## config.mk

```make
export PLATFORM = sky130hd
export DESIGN_NAME = op_seq_ctrl
export DESIGN_NICKNAME = d
export VERILOG_FILES = /design/src/rtl/seq_pkg.sv /design/src/rtl/op_seq_stack.sv /design/src/rtl/op_seq_ctrl.sv
export SDC_FILE = /design/constraint.sdc
export NUM_CORES = 1
export LEC_CHECK = 0
export ABC_CLOCK_PERIOD_IN_PS = 3220
export CAP_MARGIN = 20
export CORE_ASPECT_RATIO = 1.4
export CORE_MARGIN = 4
export CORE_UTILIZATION = 54
export DETAILED_ROUTE_END_ITERATION = 8
export PLACE_DENSITY_LB_ADDON = 0.25
export SLEW_MARGIN = 5
export SYNTH_ARGS = -nofsm -noshare
export SYNTH_HDL_FRONTEND = slang
export SYNTH_HIERARCHICAL = 1
export SYNTH_SLANG_ARGS = --single-unit
```

## constraint.sdc

```tcl
create_clock -name clk -period 3.22 [get_ports clk]
set_clock_uncertainty 0.05 [all_clocks]
set_input_delay 0.644 -clock clk [delete_from_list [all_inputs] [get_ports clk]]
set_output_delay 0.644 -clock clk [all_outputs]
set_load 0.01 [all_outputs]
```

## src/rtl/seq_pkg.sv

```systemverilog
// seq_pkg: shared opcode, register and state types plus instruction field positions.
package seq_pkg;
   typedef enum logic [2:0] {ADDI, SUBI, ANDI, XORI, JMP, JMPC, CALL, RET} op_t;
   typedef enum logic [1:0] {REG0, REG1, REG2, REG3} reg_t;
   typedef enum logic [1:0] {IDLE, FETCH, EXEC, HALT} state_t;
   localparam int OP_MSB  = 15;
   localparam int OP_LSB  = 13;
   localparam int REG_MSB = 12;
   localparam int REG_LSB = 11;
   localparam int IMM_MSB = 7;
   localparam int IMM_LSB = 0;
endpackage

```

## src/rtl/op_seq_stack.sv

```systemverilog
// op_seq_stack: return-address LIFO with push/pop/clear and full/empty status.
module op_seq_stack #(
   parameter int W     = 8,
   parameter int DEPTH = 4
) (
   input  logic         clk,
   input  logic         rst_n,
   input  logic         clr,
   input  logic         push,
   input  logic         pop,
   input  logic [W-1:0] din,
   output logic [W-1:0] dout,
   output logic         full,
   output logic         empty
);
   localparam int SW = $clog2(DEPTH + 1);
   localparam int AW = DEPTH > 1 ? $clog2(DEPTH) : 1;
   logic [W-1:0]  mem [DEPTH];
   logic [SW-1:0] sp;
   logic [SW-1:0] top;
   assign top   = sp - 1'b1;
   assign dout  = mem[top[AW-1:0]];
   assign full  = sp == SW'(DEPTH);
   assign empty = sp == '0;
   always_ff @(posedge clk or negedge rst_n)
      if (!rst_n) sp <= '0;
      else sp <= clr ? '0 : push ? sp + 1'b1 : pop ? sp - 1'b1 : sp;
   always_ff @(posedge clk)
      if (push) mem[sp[AW-1:0]] <= din;
endmodule

```

## src/rtl/op_seq_ctrl.sv

```systemverilog
// op_seq_ctrl: fetch/execute sequencer over a 4x8 register file with flags and call stack.
module op_seq_ctrl
   import seq_pkg::*;
#(
   parameter int PC_W        = 8,
   parameter int STACK_DEPTH = 4
) (
   input  logic            clk,
   input  logic            rst_n,
   input  logic            start,
   input  logic [PC_W-1:0] start_pc,
   output logic            imem_req,
   output logic [PC_W-1:0] imem_addr,
   input  logic            imem_valid,
   input  logic [15:0]     imem_data,
   output logic            busy,
   output logic            halted,
   output logic            err,
   output logic [31:0]     rf_q,
   output logic            carry,
   output logic            zero
);
   state_t          state, state_n;
   logic [PC_W-1:0] pc, pc_n, pc_inc, ret_pc;
   op_t             op, op_n;
   logic [1:0]      rsel, rsel_n;
   logic [7:0]      imm, imm_n;
   logic [3:0][7:0] rf, rf_n;
   logic            carry_n, zero_n, err_n;
   logic            push, pop, clr, full, empty;
   logic [8:0]      sum;
   assign imem_req  = state == FETCH;
   assign imem_addr = pc;
   assign busy      = state == FETCH || state == EXEC;
   assign halted    = state == HALT;
   assign rf_q      = rf;
   assign pc_inc    = pc + 1'b1;
   op_seq_stack #(.W(PC_W), .DEPTH(STACK_DEPTH)) u_stack (
      .clk(clk), .rst_n(rst_n), .clr(clr), .push(push), .pop(pop),
      .din(pc_inc), .dout(ret_pc), .full(full), .empty(empty)
   );
   always_comb begin
      state_n = state;
      pc_n    = pc;
      op_n    = op;
      rsel_n  = rsel;
      imm_n   = imm;
      rf_n    = rf;
      carry_n = carry;
      zero_n  = zero;
      err_n   = err;
      push    = 1'b0;
      pop     = 1'b0;
      clr     = 1'b0;
      sum     = '0;
      case (state)
         IDLE, HALT: if (start) begin
            pc_n    = start_pc;
            clr     = 1'b1;
            err_n   = 1'b0;
            carry_n = 1'b0;
            zero_n  = 1'b0;
            state_n = FETCH;
         end
         FETCH: if (imem_valid) begin
            op_n    = op_t'(imem_data[OP_MSB:OP_LSB]);
            rsel_n  = imem_data[REG_MSB:REG_LSB];
            imm_n   = imem_data[IMM_MSB:IMM_LSB];
            state_n = EXEC;
         end
         EXEC: begin
            state_n = FETCH;
            pc_n    = pc_inc;
            case (op)
               ADDI, SUBI: begin
                  sum        = op == ADDI ? {1'b0, rf[rsel]} + {1'b0, imm} : {1'b0, rf[rsel]} - {1'b0, imm};
                  rf_n[rsel] = sum[7:0];
                  carry_n    = sum[8];
                  zero_n     = sum[7:0] == 8'h00;
               end
               ANDI, XORI: begin
                  rf_n[rsel] = op == ANDI ? rf[rsel] & imm : rf[rsel] ^ imm;
                  zero_n     = rf_n[rsel] == 8'h00;
               end
               JMP:  pc_n = imm[PC_W-1:0];
               JMPC: pc_n = carry ? imm[PC_W-1:0] : pc_inc;
               CALL: begin
                  push    = !full;
                  err_n   = err | full;
                  pc_n    = full ? pc : imm[PC_W-1:0];
                  state_n = full ? HALT : FETCH;
               end
               default: begin
                  pop     = !empty;
                  pc_n    = empty ? pc : ret_pc;
                  state_n = empty ? HALT : FETCH;
               end
            endcase
         end
         default: state_n = IDLE;
      endcase
   end
   always_ff @(posedge clk or negedge rst_n)
      if (!rst_n) begin
         state <= IDLE;
         pc    <= '0;
         op    <= ADDI;
         rsel  <= '0;
         imm   <= '0;
         rf    <= '0;
         carry <= 1'b0;
         zero  <= 1'b0;
         err   <= 1'b0;
      end else begin
         state <= state_n;
         pc    <= pc_n;
         op    <= op_n;
         rsel  <= rsel_n;
         imm   <= imm_n;
         rf    <= rf_n;
         carry <= carry_n;
         zero  <= zero_n;
         err   <= err_n;
      end
endmodule

```

==> run_results.csv, run 1 <==
group,metric,value,unit
synthesis,yosysTopAreaCellShare,0.297,
clock_tree,cts.sink_count,93,
sta,grt_setup_unrepaired,"false",
detailed_routing,remaining_drc_errors,0,
detailed_routing,totalWireLength,12.8,mm
floorplan,io-pin-count,74,
worst_setup_path,critical_register_to_register_path_startpoint,"rsel[0]$_DFFE_PN0P_",
detailed_routing,post_drt_wl_per_cell,19.9,um
worst_setup_path,cp.depth,9,
placed_design,gp_routability_congestion,0.941,
floorplan,core.rowCount,41,
placed_design,placement.cell_area,6010,um2
synthesis,combinational_family_with_the_most_area_after_synthesis,"compound AO/OA/AOI/OAI gates",
sta,fin_crit_sh,0.931,
floorplan,die_area,11200,um2
detailed_routing,final_antenna_net_count,0,
sta,drv_slew,0,
sta,finalWorstPathRequiredPeriod,3.00,ns
synthesis,synth_largest_area_cell,"sky130_fd_sc_hd__dfrtp_1",
power,ir_drop,0.587,mV
detailed_routing,drt_iter0_drc,257,
finish,layout-area-overhead-vs-synth,23.2,%
finish,number_of_antenna_diodes,0,
worst_setup_path,r2r_setup_slack,0.22,ns
global_route,gr-usage-all-layers,0.245,
clock_tree,insertion_delay,0.34,ns
hold_path,hold_class,"in -> async",
synthesis,synth.net_count,511,
detailed_routing,drt-pass1-iter-count,5,
global_route,antenna_found_initial,0,
detailed_routing,vias,3928,
clock_tree,cts_htree_levels,3,
power,pwr_density_cell,1240,nW/um2
synthesis,synth_top_flop_cell,"sky130_fd_sc_hd__dfrtp_1",
global_route,first_pass_grt_wire_length,20.9,mm
synthesis,post_synth_main_area_contributors,"sky130_fd_sc_hd__dfrtp_1 (30%), sky130_fd_sc_hd__edfxtp_1 (19%), sky130_fd_sc_hd__mux4_2 (7.0%)",
worst_setup_path,worst-endpoint-arrival,3.15,ns
clock_tree,cts.hold.buffers_added,0,
worst_setup_path,crit_fanout,11,
clock_tree,cts_root_buffer,"sky130_fd_sc_hd__clkbuf_16",
finish,most-common-layout-cells,"sky130_fd_sc_hd__clkdlybuf4s50_1 (69), sky130_fd_sc_hd__dfrtp_1 (61), sky130_fd_sc_hd__nand2_1 (51)",
synthesis,netlist_area,5140,um2
finish,final_layout_size_suffix_gt1_frac,0.136,
clock_tree,post_cts.resized_instances,0,
worst_setup_path,crit_path_end_kind,"flop",
sta,final-setup-viol-count,0,
sta,finalSetupTns,0,ns
floorplan,die_height,123,um
synthesis,yosys.area_share.xor_xnor,0.0273,
sta,worst_pin_slew,0.736,ns
worst_setup_path,worstPathRequired,3.37,ns
worst_setup_path,critPathLaunchType,"flop",
floorplan,initial_core_utilization,0.563,
synthesis,synthesized_instance_count,454,
placed_design,hpwl,9.70,mm
clock_tree,cts.reportedPaths.clkPinSlew,0.07,ns
run,drv.max_cap_violation_count,0,
sta,final.setup.worst_slack,0.222,ns
global_route,grt_max_degree,35,
finish,final_net_count,590,
clock_tree,cts_post_setup_buffers_inserted,0,
placed_design,port_buffers,70,
synthesis,synth-adder-area-share,0.0721,
global_route,grt_remaining_overflow,0,
clock_tree,cts-root-to-sink-buffers,2,
worst_setup_path,cpLargestDelayFamily,"compound AO/OA/AOI/OAI gates",
global_route,grt_pass1_vias,4090,
synthesis,synth_simple_gate_area_share,0.123,
synthesis,synth_edf_count,32,
sta,slew_headroom,0.509,
synthesis,synth.distinct_cells,56,
worst_setup_path,setup.worst_path.class,"reg -> reg",
placed_design,preCtsSetupSlack,0.247,ns
detailed_routing,via_per_inst,6.09,
sta,hold_violations,0,
floorplan,floorplan.core_area,9130,um2
power,total_power,7.86,mW
worst_setup_path,cell_with_the_largest_stage_delay_on_the_worst_path,"sky130_fd_sc_hd__dfrtp_1",
synthesis,synth_sequential_area_ratio,0.484,
worst_setup_path,max_stage_delay,0.44,ns
floorplan,die_w,90.5,um
finish,final_design_area_no_fill,6330,um2
synthesis,post_synth_mux_area_share,0.120,
synthesis,async_flop_share,0.656,
worst_setup_path,critical_path.n_buffers_inverters,2,
sta,whs,0.305,ns
status,outcome,"completed",
synthesis,yosys_warnings,6,
clock_tree,cts_tree,"yes",
worst_setup_path,reg2regPathDepth,9,
power,p_leak,2.57,nW
sta,highest_clock_rate,334,MHz
synthesis,post_synthesis_mean_instance_area,11.3,um2
synthesis,synth_compound_area_frac,0.141,
clock_tree,cts_buffers,9,
synthesis,ys_ff_latch,93,
finish,mostFrequentLayoutCell,"sky130_fd_sc_hd__clkdlybuf4s50_1",
worst_setup_path,crit-reg2reg-capture,"rf_q[30]$_DFFE_PN0P_",
worst_setup_path,cp_cell_sequence,"buf_12 > mux4_2 > inv_1 > fa_1 > nand2b_1 > a211oi_1 > o21ai_0 > a21oi_1 > o31ai_1",
==> state kept, by name, summed over array words and instances, names as in the netlist <==
name / count
op: 3
state: 2
imem_addr: 8
err: 1
carry: 1
rf_q: 32
zero: 1
u_stack/mem: 32
u_stack/sp: 3
imm: 8
rsel: 2
==> through the flow <==
stage | instances | utilization
final | 645 | 0.693
after detailed placement | 629 | 0.658
after floorplan | 454 | -
after global placement | 629 | 0.658
after global routing | 645 | 0.693
after CTS | 645 | 0.693
==> kinds of logic (layout without fill, tap and decap cells) <==
logic type               count (synthesis)  count (layout)
adder cells (fa/ha/maj)                 29              29
AND/OR/NAND/NOR                        129             129
flip-flops                              93              93
AO/OA/AOI/OAI                          109             109
buffers and inverters                   39             123
XOR/XNOR                                16              16
multiplexers                            39              39
==> synth_stat cells, types with 6 or more instances <==
| cell | count |
|---|---|
| sky130_fd_sc_hd__a21oi_1 | 22 |
| sky130_fd_sc_hd__a221oi_1 | 8 |
| sky130_fd_sc_hd__and2_1 | 6 |
| sky130_fd_sc_hd__buf_2 | 7 |
| sky130_fd_sc_hd__dfrtp_1 | 61 |
| sky130_fd_sc_hd__edfxtp_1 | 32 |
| sky130_fd_sc_hd__ha_1 | 28 |
| sky130_fd_sc_hd__inv_1 | 21 |
| sky130_fd_sc_hd__mux2_2 | 19 |
| sky130_fd_sc_hd__mux4_2 | 16 |
| sky130_fd_sc_hd__nand2_1 | 51 |
| sky130_fd_sc_hd__nand3_1 | 10 |
| sky130_fd_sc_hd__nor2_1 | 17 |
| sky130_fd_sc_hd__nor2b_1 | 6 |
| sky130_fd_sc_hd__nor3_1 | 7 |
| sky130_fd_sc_hd__nor4_1 | 6 |
| sky130_fd_sc_hd__o21ai_0 | 29 |
| sky130_fd_sc_hd__o22ai_1 | 6 |
| sky130_fd_sc_hd__o31ai_1 | 9 |
| sky130_fd_sc_hd__or3_1 | 9 |
| sky130_fd_sc_hd__xnor2_1 | 6 |
| sky130_fd_sc_hd__xor2_1 | 10 |
==> power breakdown <==
group	leakage, nW	internal, mW	switching (mW)	total (mW)
clock network	0.156	0.684	0.463	1.15
logic	1.36	2.12	2.55	4.67
registers	1.06	1.65	0.391	2.05
total	2.57	4.46	3.40	7.86
==> how the worst max path moves through the flow <==
| stage | from | end | slack [ns] |
|---|---|---|---|
| finish | rsel[0]$_DFFE_PN0P_ | rf_q[30]$_DFFE_PN0P_ | 0.22 |
| global route | imm[3]$_DFFE_PN0P_ | rf_q[6]$_DFFE_PN0P_ | 0.05 |
| CTS | rsel[0]$_DFFE_PN0P_ | rf_q[30]$_DFFE_PN0P_ | 0.23 |
| detailed placement | rsel[0]$_DFFE_PN0P_ | rf_q[30]$_DFFE_PN0P_ | 0.25 |
| global placement | rsel[0]$_DFFE_PN0P_ | zero$_DFFE_PN0P_ | 0.36 |
| floorplan | rsel[0]$_DFFE_PN0P_ | rf_q[14]$_DFFE_PN0P_ | 0.46 |
==> routing by layer <==
layer  share of wire  global-route usage
met5               0                   0
met3           0.057              0.0475
met2            0.54               0.454
met1            0.37               0.273
met4           0.030               0.110
==> layout make-up <==
type,count,area [um2]
flip-flops and latches,93,2490
well taps,107,134
clock buffers,9,225
fillers,680,2800
clock inverters,7,98.8
repair buffers,85,821
multi-input cells,322,2480
inverters,22,82.6
Power figures use the tool's default switching activity.
==> run 2, diff against run 1 <==
- ABC_CLOCK_PERIOD_IN_PS: 3220 -> 3400
- CAP_MARGIN: 20 -> 5
- SYNTH_HIERARCHICAL: 1 -> default
- clock period: 3.22 -> 3.4 ns (I/O delays scaled with it)
==> run_results.csv, run 2 <==
group,metric,value,unit
synthesis,synth.distinct_cells,56,
clock_tree,insertion_delay,0.35,ns
detailed_routing,totalWireLength,12.4,mm
sta,hold_violations,0,
floorplan,die_w,90.3,um
clock_tree,cts-root-to-sink-buffers,2,
sta,worst_pin_slew,0.708,ns
clock_tree,cts.sink_count,93,
worst_setup_path,reg2regPathDepth,8,
detailed_routing,highest-signal-layer,"met4",
detailed_routing,vias,3823,
finish,sequential_area,2490,um2
clock_tree,post_cts.resized_instances,0,
finish,fillerInstances,683,
synthesis,synth_simple_gate_area_share,0.110,
synthesis,yosys_warnings,0,
power,pwr_density_cell,1150,nW/um2
synthesis,async_flop_share,0.656,
global_route,grt_pass1_vias,4008,
synthesis,netlist_area,5120,um2
detailed_routing,detail_route.wirelength.met1,4.71,mm
synthesis,yosys.area_share.xor_xnor,0.0360,
synthesis,synth_sequential_area_ratio,0.486,
synthesis,post_synthesis_mean_instance_area,11.5,um2
detailed_routing,final_antenna_net_count,0,
finish,most-common-layout-cells,"sky130_fd_sc_hd__clkdlybuf4s50_1 (69), sky130_fd_sc_hd__dfrtp_1 (61), sky130_fd_sc_hd__nand2_1 (47)",
clock_tree,cts_tree,"yes",
placed_design,gp_routability_congestion,0.900,
global_route,grt_max_degree,33,
sta,final.setup.worst_slack,0.289,ns
synthesis,post_synth_mux_area_share,0.129,
synthesis,synth_edf_count,32,
power,p_leak,2.52,nW
sta,grt_setup_unrepaired,"false",
finish,number_of_antenna_diodes,0,
sta,drv_slew,0,
global_route,antenna_found_initial,0,
finish,final_net_count,584,
finish,final_layout_size_suffix_gt1_frac,0.141,
floorplan,floorplan.core_area,9130,um2
floorplan,die_area,11100,um2
hold_path,hold_class,"in -> async",
global_route,gr-usage-all-layers,0.236,
detailed_routing,drt-pass1-iter-count,4,
status,outcome,"completed",
synthesis,combinational_family_with_the_most_area_after_synthesis,"multiplexers",
worst_setup_path,worstPathRequired,3.61,ns
worst_setup_path,crit-reg2reg-capture,"rf_q[15]$_DFFE_PN0P_",
worst_setup_path,setup.worst_path.class,"reg -> reg",
floorplan,die_height,123,um
clock_tree,cts_htree_levels,3,
sta,finalSetupTns,0,ns
synthesis,synth_largest_area_cell,"sky130_fd_sc_hd__dfrtp_1",
synthesis,yosysTopAreaCellShare,0.298,
power,ir_drop,0.611,mV
worst_setup_path,critical_register_to_register_path_startpoint,"rsel[0]$_DFFE_PN0P_",
floorplan,io-pin-count,74,
sta,slew_headroom,0.528,
worst_setup_path,crit_fanout,11,
placed_design,hpwl,9.45,mm
placed_design,port_buffers,70,
floorplan,core.rowCount,41,
floorplan,initial_core_utilization,0.560,
detailed_routing,met3WireLength,566,um
global_route,grt_remaining_overflow,0,
sta,finalWorstPathRequiredPeriod,3.11,ns
sta,highest_clock_rate,321,MHz
synthesis,synthesized_instance_count,446,
synthesis,ys_ff_latch,93,
finish,utilization,0.685,
worst_setup_path,setup.worst_path.start,"rsel[0]$_DFFE_PN0P_",
clock_tree,cts_buffers,9,
synthesis,synth-adder-area-share,0.0748,
worst_setup_path,critPathLaunchType,"flop",
synthesis,yosysMostFrequentCell,"sky130_fd_sc_hd__dfrtp_1",
detailed_routing,remaining_drc_errors,0,
worst_setup_path,crit_path_end_kind,"flop",
clock_tree,cts.hold.buffers_added,0,
sta,whs,0.331,ns
sta,fin_crit_sh,0.915,
synthesis,most_frequent_cells_after_synthesis,"sky130_fd_sc_hd__dfrtp_1 (61), sky130_fd_sc_hd__nand2_1 (47), sky130_fd_sc_hd__o21ai_0 (41), sky130_fd_sc_hd__edfxtp_1 (32), sky130_fd_sc_hd__ha_1 (29)",
synthesis,synth.net_count,504,
sta,final-setup-viol-count,0,
global_route,first_pass_grt_wire_length,20.2,mm
placed_design,number_of_placed_cells_counting_well_taps,622,
detailed_routing,post_drt_wl_per_cell,19.4,um
finish,multi_input_comb_area,2450,um2
synthesis,post_synth_main_area_contributors,"sky130_fd_sc_hd__dfrtp_1 (30%), sky130_fd_sc_hd__edfxtp_1 (19%), sky130_fd_sc_hd__ha_1 (7.1%)",
clock_tree,cts_root_buffer,"sky130_fd_sc_hd__clkbuf_16",
run,drv.max_cap_violation_count,0,
detailed_routing,via_per_inst,5.99,
worst_setup_path,r2r_setup_slack,0.29,ns
detailed_routing,drt_iter0_drc,215,
finish,layout-area-overhead-vs-synth,22.2,%
placed_design,preCtsSetupSlack,0.290,ns
detailed_routing,routed-wl-met2,6.62,mm
synthesis,synth_top_flop_cell,"sky130_fd_sc_hd__dfrtp_1",
clock_tree,cts_post_setup_buffers_inserted,0,
finish,finish.cell_count_without_fillers,638,
clock_tree,cts.reportedPaths.clkPinSlew,0.06,ns
worst_setup_path,worst-endpoint-arrival,3.32,ns
synthesis,synth_compound_area_frac,0.128,
finish,mostFrequentLayoutCell,"sky130_fd_sc_hd__clkdlybuf4s50_1",
-- run 2: changes by cell type in the layout (fill, tap and decap cells not counted), sizes merged, moves of 4 or more --
cell / delta
nor2: +9
or3: -8
o21ai: +7
o22ai: -6
a21oi: +5
o31ai: -5
nand2: -4
xor2: +4
-- run 2: worst max-delay path, stage by stage (launching register included) --
cell and delay [ns]:
sky130_fd_sc_hd__dfrtp_1 0.61, sky130_fd_sc_hd__mux4_2 0.61, sky130_fd_sc_hd__ha_1 0.30, sky130_fd_sc_hd__a211oi_1 0.47
sky130_fd_sc_hd__o21ai_0 0.17, sky130_fd_sc_hd__a31oi_1 0.22, sky130_fd_sc_hd__xor2_1 0.12, sky130_fd_sc_hd__mux2_2 0.30
sky130_fd_sc_hd__o21ai_0 0.16
-- run 2: power breakdown --
group          switching [mW]  internal [mW]
Clock                   0.425          0.573
Combinational            2.29           1.92
Sequential              0.383           1.58
-- run 2: cell type report --
cell class	instances	share of cell area
multi-input combinational	316	0.391
timing repair buffer	86	0.131
inverter	20	0.0120
clock inverter	5	0.00961
sequential	93	0.398
clock buffer	11	0.0372
tap	107	0.0214
-- run 2: kinds of logic after synthesis --
| group | after synthesis |
|---|---|
| xor+xnor | 21 |
| flops | 93 |
| simple gates | 118 |
| fa+ha+maj | 30 |
| buf+inv | 37 |
| mux | 43 |
| compound gates | 104 |
-- run 2: how the worst max path moves through the flow --
stage and endpoint:
2_1_floorplan rf_q[31]$_DFFE_PN0P_, 3_3_place_gp zero$_DFFE_PN0P_, 3_5_place_dp carry$_DFFE_PN0P_, 4_1_cts carry$_DFFE_PN0P_, 5_1_grt rf_q[15]$_DFFE_PN0P_, 6_report rf_q[15]$_DFFE_PN0P_
-- run 2: routing by layer --
metal,GRT usage,up-vias
met2,0.432,100
met4,0.132,0
met1,0.257,1885
met5,0,-
met3,0.0493,36
li1,-,1802
-- run 2: stage by stage --
stage,area [um2],total power [mW]
2_1_floorplan,5120,4.74
5_1_grt,6250,7.73
4_1_cts,6250,7.22
3_3_place_gp,5960,6.07
3_5_place_dp,5960,6.18
6_report,6250,7.17
==> run 3, diff against run 2 <==
- SKIP_LAST_GASP: default -> 1
==> results of run 3 <==
Final layout, timing and power as in run 2 (identical DEF).
